==> src/rtl/fetch_sequencer.sv <==
// Instruction fetch sequencer: owns the PC, issues one memory request per
// instruction and parks the returned word in a one-entry slot for decode.
module fetch_sequencer #(
   parameter logic [31:0] RESET_PC       = 32'h0000_0000,
   parameter int          TIMEOUT_CYCLES = 255,
   parameter int          CNT_W          = 8
) (
   input  logic        i_clk,
   input  logic        i_rst,
   input  logic        i_redirect,
   input  logic [31:0] i_redirect_addr,
   output logic        o_mem_req,
   output logic [31:0] o_mem_addr,
   input  logic        i_mem_ready,
   input  logic [31:0] i_mem_rdata,
   output logic        o_inst_valid,
   input  logic        i_inst_ready,
   output logic [31:0] o_inst,
   output logic [31:0] o_inst_pc,
   output logic        o_fault
);

   // state | meaning
   // IDLE  | first cycle out of reset, no request
   // REQ   | issue at pc whenever the slot is free or draining
   // WAIT  | committed request outstanding, address held
   // DROP  | request outstanding whose data is stale, discarded on completion
   // FAULT | memory timed out, only reset leaves
   typedef enum logic [2:0] {
      ST_IDLE,
      ST_REQ,
      ST_WAIT,
      ST_DROP,
      ST_FAULT
   } state_t;

   localparam logic [CNT_W-1:0] TC_LAST = CNT_W'(TIMEOUT_CYCLES - 1);

   state_t           r_state;
   logic [31:0]      r_pc;
   logic [31:0]      r_drop_addr;
   logic [31:0]      r_inst;
   logic [31:0]      r_inst_pc;
   logic             r_inst_valid;
   logic             r_fault;
   logic [CNT_W-1:0] r_wait_cnt;

   logic             w_issue;
   logic             w_mem_req;
   logic [31:0]      w_target;
   logic [31:0]      w_pc_next;
   logic             w_timeout;
   logic [CNT_W-1:0] w_cnt_inc;

   assign w_issue   = (r_state == ST_REQ) && (!r_inst_valid || i_inst_ready);
   assign w_mem_req = w_issue || (r_state == ST_WAIT) || (r_state == ST_DROP);
   assign w_target  = i_redirect_addr & ~32'h0000_0003;
   assign w_pc_next = r_pc + 32'd4;
   assign w_timeout = (r_wait_cnt >= TC_LAST);
   assign w_cnt_inc = (r_wait_cnt == '1) ? r_wait_cnt : r_wait_cnt + CNT_W'(1);

   // A stale request keeps its original address while the PC moves on.
   assign o_mem_req    = w_mem_req;
   assign o_mem_addr   = (r_state == ST_DROP) ? r_drop_addr : r_pc;
   assign o_inst_valid = r_inst_valid;
   assign o_inst       = r_inst;
   assign o_inst_pc    = r_inst_pc;
   assign o_fault      = r_fault;

   always_ff @(posedge i_clk or posedge i_rst) begin
      if (i_rst) begin
         r_state      <= ST_IDLE;
         r_pc         <= RESET_PC;
         r_drop_addr  <= RESET_PC;
         r_inst       <= 32'h0;
         r_inst_pc    <= 32'h0;
         r_inst_valid <= 1'b0;
         r_fault      <= 1'b0;
         r_wait_cnt   <= '0;
      end else begin
         if (r_inst_valid && i_inst_ready)
            r_inst_valid <= 1'b0;

         case (r_state)
            ST_IDLE: begin
               r_state <= ST_REQ;
               if (i_redirect)
                  r_pc <= w_target;
            end

            ST_REQ: begin
               if (i_redirect) begin
                  r_pc         <= w_target;
                  r_inst_valid <= 1'b0;
                  if (w_issue && !i_mem_ready) begin
                     r_drop_addr <= r_pc;
                     r_state     <= ST_DROP;
                  end
               end else if (w_issue) begin
                  if (i_mem_ready) begin
                     r_inst       <= i_mem_rdata;
                     r_inst_pc    <= r_pc;
                     r_inst_valid <= 1'b1;
                     r_pc         <= w_pc_next;
                  end else begin
                     r_state <= ST_WAIT;
                  end
               end
            end

            ST_WAIT: begin
               if (i_mem_ready) begin
                  r_wait_cnt <= '0;
                  r_state    <= ST_REQ;
                  if (i_redirect) begin
                     r_pc         <= w_target;
                     r_inst_valid <= 1'b0;
                  end else begin
                     r_inst       <= i_mem_rdata;
                     r_inst_pc    <= r_pc;
                     r_inst_valid <= 1'b1;
                     r_pc         <= w_pc_next;
                  end
               end else if (i_redirect) begin
                  r_pc         <= w_target;
                  r_inst_valid <= 1'b0;
                  r_drop_addr  <= r_pc;
                  r_wait_cnt   <= w_cnt_inc;
                  r_state      <= ST_DROP;
               end else if (w_timeout) begin
                  r_wait_cnt   <= w_cnt_inc;
                  r_inst_valid <= 1'b0;
                  r_fault      <= 1'b1;
                  r_state      <= ST_FAULT;
               end else begin
                  r_wait_cnt <= w_cnt_inc;
               end
            end

            ST_DROP: begin
               if (i_mem_ready) begin
                  r_wait_cnt <= '0;
                  r_state    <= ST_REQ;
                  if (i_redirect) begin
                     r_pc         <= w_target;
                     r_inst_valid <= 1'b0;
                  end
               end else if (i_redirect) begin
                  r_pc         <= w_target;
                  r_inst_valid <= 1'b0;
                  r_wait_cnt   <= w_cnt_inc;
               end else if (w_timeout) begin
                  r_wait_cnt   <= w_cnt_inc;
                  r_inst_valid <= 1'b0;
                  r_fault      <= 1'b1;
                  r_state      <= ST_FAULT;
               end else begin
                  r_wait_cnt <= w_cnt_inc;
               end
            end

            ST_FAULT: begin
               r_inst_valid <= 1'b0;
               r_fault      <= 1'b1;
            end

            default: r_state <= ST_IDLE;
         endcase
      end
   end

endmodule
==> config.mk <==
export PLATFORM = sky130hd
export DESIGN_NAME = fetch_sequencer
export DESIGN_NICKNAME = d
export VERILOG_FILES = /design/src/rtl/fetch_sequencer.sv
export SDC_FILE = /design/constraint.sdc
export NUM_CORES = 1
export LEC_CHECK = 0
export ABC_AREA = 0
export BUFFER_PORTS_ARGS = -buffer_cell sky130_fd_sc_hd__buf_2
export CAP_MARGIN = 5
export CORE_ASPECT_RATIO = 0.8
export CORE_MARGIN = 2
export CORE_UTILIZATION = 30
export DETAILED_ROUTE_END_ITERATION = 7
export PLACE_DENSITY = 0.6
export SETUP_SLACK_MARGIN = 0.15
export SLEW_MARGIN = 0
export SYNTH_ARGS = -nofsm -noshare
export SYNTH_HDL_FRONTEND = slang
export SYNTH_SLANG_ARGS = --single-unit
==> constraint.sdc <==
create_clock -name i_clk -period 6.5 [get_ports i_clk]
set_input_delay 1.3 -clock i_clk [delete_from_list [all_inputs] [get_ports i_clk]]
set_output_delay 1.3 -clock i_clk [all_outputs]
set_load 0.01 [all_outputs]
# After elaboration in Yosys (flattened, before gate mapping)
# Cells that the tools add are included.
[classes] muxes=52 bitwise=1 n_mul=0 n_eq_ne=23 shifts=0 magnitude_cmp=1 n_addsub=2 reduce_logical=20 div=0
[ops] operator="$mux W32" count=21
[ops] operator="$pmux W32 S2" count=3
[ops] operator="$pmux W32 S3" count=1
[ops] operator="$add A32 B3 Y32 const B" count=1
[ops] operator="$mux W3" count=9
[ops] operator="$ne A2 B2 Y1 const B" count=11
[ops] operator="$mux W8" count=2
[ops] operator="$pmux W3 S5" count=1
[ops] operator="$mux W1" count=13
[ops] operator="$ne A3 B3 Y1 const B" count=4
[ops] operator="$reduce_and A5 Y1" count=2
[ops] operator="$add A8 B1 Y8 const B" count=1
[ops] operator="$eq A8 B8 Y1 const B" count=1
[ops] operator="$ge A8 B8 Y1 const B" count=1
[ops] operator="$eq A3 B2 Y1 const B" count=2
[ops] operator="$reduce_and A6 Y1" count=1
[ops] operator="$ne A2 B1 Y1 const B" count=2
[ops] operator="$pmux W1 S4" count=1
[ops] operator="$reduce_and A4 Y1" count=1
[ops] operator="$reduce_bool A2 Y1" count=2
[ops] operator="$reduce_or A2 Y1" count=2
[ops] operator="$eq A3 B1 Y1 const B" count=1
[ops] operator="$eq A3 B3 Y1 const B" count=1
[ops] operator="$logic_and A1 B1 Y1" count=3
[ops] operator="other kinds (9)" count=12
[word_totals] memories=0 ff_bits=141 wordCells=107 latchBits=0 ramBits=0 rom_bits=0

# Logic depth before layout (Yosys ltp)
[depth] depth_word=7 ltp_mapped=8

# Worst setup path before layout
# Ideal clock, no wire load.
[synth_timing] path_kind="input to output" from="in i_inst_ready" to="out o_mem_req" stages=4 arrival_ns=1.885 path_buffers=1 slack_ns=3.315 required_time_ns=5.200 cell_sequence="nand2b_1 -> clkbuf_1 -> a21oi_1 -> nor2_1"
[synth_via] elab_chain_len=4
[synth_rtl] item="start: declaration" line_no="17" rtl="input logic i_inst_ready,"
[synth_rtl] item="$logic_or A1 B1 Y1" line_no="55" rtl="assign w_issue = (r_state == ST_REQ) && (!r_inst_valid || i_inst_ready);"
[synth_rtl] item="$logic_and A1 B1 Y1" line_no="55"
[synth_rtl] item="$logic_or A1 B1 Y1 (2 in series)" line_no="56" rtl="assign w_mem_req = w_issue || (r_state == ST_WAIT) || (r_state == ST_DROP);"
[synth_rtl] item="end: declaration" line_no="12" rtl="output logic o_mem_req,"
# Every way passes these cells.

# Worst setup path after layout
[layout_timing] from="reg r_state[2]" to="out o_mem_addr[18]"
[layout_via] elab_chain_len=2
[layout_rtl] item="start: declaration" line_no="39" rtl="state_t r_state;"
[layout_rtl] item="start signal: assignment" line_no="72" rtl="r_state <= ST_IDLE;"
[layout_rtl] item="start signal: assignment" line_no="86" rtl="r_state <= ST_REQ;"
[layout_rtl] item="start signal: assignment" line_no="97" rtl="r_state <= ST_DROP;"
[layout_rtl] item="$eq A3 B2 Y1" line_no="64" rtl="assign o_mem_addr = (r_state == ST_DROP) ? r_drop_addr : r_pc;"
[layout_rtl] item="$mux W32" line_no="64"
[layout_rtl] item="end: declaration" line_no="13" rtl="output logic [31:0] o_mem_addr,"
# Every way passes these cells.

==> run_results.csv <==
group,metric,value,unit
run_status,status,"completed",
timing,fin_skew,0.009914,ns
worst_setup_path,rr_worst_depth,5,
placement,post_dp_cell_area,0.007990,mm^2
clock_tree,hold_buffers,0,
route,viasPerCell,4.934,
clock_tree,cts.sinks,141,
timing,finalSetupTns,0,ns
placement,dp_hpwl,13.11,mm
hold_path,holdPathEnd,"o_fault",
timing,rsz0062_at_grt,"false",
timing,max_freq,245.2,MHz
timing,worstMarginPinSlew,1.032,ns
worst_setup_path,cp-end-kind,"primary output",
worst_setup_path,worstReg2RegStart,"r_state[2]",
route,drcViolationCount,0,
logic_synthesis,synth_flop_cell,"dfrtp_1",
floorplan,io-pin-count,168,
grt,grt_overflow_total,0,
route,drt_pass1_iterations,4,
worst_setup_path,worst-setup-path-type,"flip-flop to primary output",
clock_tree,cts-root-buf,"clkbuf_16",
floorplan,dieArea,0.02439,mm^2
worst_setup_path,r2r_end,"r_pc[27]",
timing,setup_slack,2.421,ns
logic_synthesis,ys_types,67,
pwr,power,2922,uW
finish,drive_above_1_share,0.3131,
logic_synthesis,synthesis.nets,809,
logic_synthesis,syn_area_per_cell,9.424,um^2
clock_tree,cts_tree,"yes",
floorplan,row_count,49,
route,top_layer,"met5",
worst_setup_path,start_kind,"flip-flop",
logic_synthesis,synth_edf_count,0,
floorplan,chipWidth,174.1,um
finish,design_area,0.008643,mm^2
logic_synthesis,synth_cells,737,
grt,antenna_found_initial,4,
timing,setup-violations-final,0,
pwr,pwr_density_cell,338.1,mW/mm^2
hold_path,worstHoldStart,"o_fault",
logic_synthesis,ys_seq_area_frac,0.5080,
hold_path,whs_path_depth,1,
logic_synthesis,ys_ff_latch,141,
route,wirelength,19.72,mm
clock_tree,clk_pin_slew,0.06,ns
floorplan,core_area,0.02262,mm^2
pwr,irDropWorstVdd,0.1401,mV
grt,grt_pass1_wl,32.21,mm
logic_synthesis,yosysWarnings,0,
worst_setup_path,worstPathMaxFanout,33,
grt,grt_pass1_vias,5837,
clock_tree,cts_repair_resize_count,0,
grt,grt_max_degree,94,
timing,slew_headroom,0.3112,
clock_tree,cts_setup_buffers,0,
grt,groute.usage.overall,0.1686,
clock_tree,numCtsBuffers,17,
route,routedWlPerCell,16.43,um
flow_run,cap_violations,0,
route,ant_nets,0,
clock_tree,clkLatencyLatePin,0.42,ns
timing,fin_crit,4.079,ns
route,wl_met1,9.698,mm
finish,fin_nets,951,
worst_setup_path,reg2reg_setup_slack,3.55,ns
finish,syn_to_final_growth,24.45,%
timing,period_share,0.6275,
finish,n_fill_cell,2328,
worst_setup_path,critical_path_required,5.20,ns
logic_synthesis,netlist_area,0.006945,mm^2
placement,post-place-ws,2.641,ns
timing,final_max_slew_viol_count,0,
route,dr_wl_met3,1.316,mm
clock_tree,ctsLongestPathBuffers,2,
logic_synthesis,synthArstFlopShare,1.000,
floorplan,start_util,0.3070,
route,vias,5921,
pwr,leakage,0.004181,uW
route,wl_met2,8.431,mm
route,drtIter0Drc,326,
floorplan,die_h,140.1,um
worst_setup_path,cp.arrival,2.78,ns
clock_tree,h-tree-depth,4,
timing,hold_violations,0,
placement,port_buffers,165,
hold_path,min_path_type,"flip-flop to flip-flop",
placement,gp_congestion,0.8156,
-- Yosys cell counts, types with 4 or more instances --
| cell type | number | share of area |
|---|---|---|
| nand2_1 | 218 | 0.12 |
| dfrtp_1 | 141 | 0.51 |
| mux2_2 | 62 | 0.10 |
| o21ai_0 | 30 | 0.022 |
| nor2_1 | 28 | 0.015 |
| nand3_1 | 27 | 0.019 |
| a21oi_1 | 24 | 0.017 |
| clkbuf_1 | 21 | 0.011 |
| nor3_1 | 19 | 0.014 |
| buf_2 | 17 | 0.012 |
| inv_1 | 13 | 0.0070 |
| nand4_1 | 10 | 0.0090 |
| nor2b_1 | 10 | 0.0090 |
| a22oi_1 | 7 | 0.0076 |
| a211oi_1 | 5 | 0.0054 |
| and3_1 | 5 | 0.0045 |
| and4_1 | 5 | 0.0063 |
| buf_1 | 5 | 0.0027 |
| buf_4 | 5 | 0.0054 |
| a311oi_1 | 4 | 0.0050 |
| nand2b_1 | 4 | 0.0036 |
| o211ai_1 | 4 | 0.0043 |
| o311ai_0 | 4 | 0.0050 |
| o31ai_1 | 4 | 0.0043 |
-- placed cells by master (no fill, tap or decap), types with 5 or more instances in the layout --
cell type  synthesis  final
a21oi_1           24     24
mux2_2            62     62
nor2b_1           10     10
inv_1             13     12
buf_2             17    165
o21ai_0           30     30
nand2_1          218    218
nand4_1           10     10
buf_4              5      5
clkbuf_16          0     17
dfrtp_1          141    141
a211oi_1           5      5
and4_1             5      5
nor2_1            28     28
a22oi_1            7      7
nand3_1           27     26
nor3_1            19     19
-- worst max-delay path, cell delays in order, from the launching register on --
cell,delay (ns)
dfrtp_1,0.94
nor2b_1,0.25
nand2_1,0.13
buf_4,0.45
mux2_2,0.42
buf_2,0.14
-- where the power goes --
group	leakage, uW	internal, uW	switching (uW)
logic	0.00213	291	351
clock network	0.000315	681	382
registers	0.00174	1080	142
total	0.00418	2050	875
-- registers in the layout (all words and copies together) (netlist names) --
| name | count |
|---|---|
| o_fault | 1 |
| o_inst | 32 |
| r_pc | 32 |
| o_inst_pc | 32 |
| r_state | 3 |
| o_inst_valid | 1 |
| r_drop_addr | 32 |
| r_wait_cnt | 8 |
-- layout make-up --
| type | count | area, um^2 | share of cell area |
|---|---|---|---|
| flip-flops and latches | 141 | 3528 | 0.4082 |
| well taps | 306 | 382.9 | 0.04430 |
| repair buffers | 171 | 868.3 | 0.1005 |
| clock buffers | 21 | 480.5 | 0.05559 |
| multi-input cells | 535 | 3162 | 0.3658 |
| inverters | 13 | 53.80 | 0.006225 |
| diodes | 3 | 7.507 | 0.0008686 |
| clock inverters | 10 | 160.2 | 0.01853 |
-- metal layers --
metal / global-route usage / up-vias
li1: - / 2868
met1: 0.2356 / 2850
met2: 0.2499 / 180
met3: 0.05673 / 19
met4: 0.04467 / 4
met5: 0 / -
-- worst max-delay path by stage --
stage | startpoint | endpoint | slack (ns) | cells after the start
2_1_floorplan | i_rst | o_fault | 1.42 | 1
3_3_place_gp | i_redirect | r_pc[31] | 2.63 | 7
3_5_place_dp | i_redirect | r_pc[29] | 2.64 | 7
4_1_cts | r_state[2] | o_mem_addr[27] | 2.43 | 5
5_1_grt | r_state[2] | o_mem_addr[27] | 2.29 | 5
6_report | r_state[2] | o_mem_addr[18] | 2.42 | 5
-- cell families after synthesis --
logic type / synth area share
simple gates: 0.2272
flops: 0.5080
compound gates: 0.1135
mux: 0.1034
buf+inv: 0.03873
xor+xnor: 0.003784
fa+ha+maj: 0.005405
-- stage by stage --
step	std cells	hold WS (ns)	util
floorplan	737	0.4460	-
global placement	1165	0.4501	0.3532
detailed placement	1165	0.4563	0.3532
CTS	1196	0.4714	0.3815
global route	1197	0.4932	0.3817
finish	1200	0.4648	0.3821
Note: power is estimated with default switching activity, not from simulation.
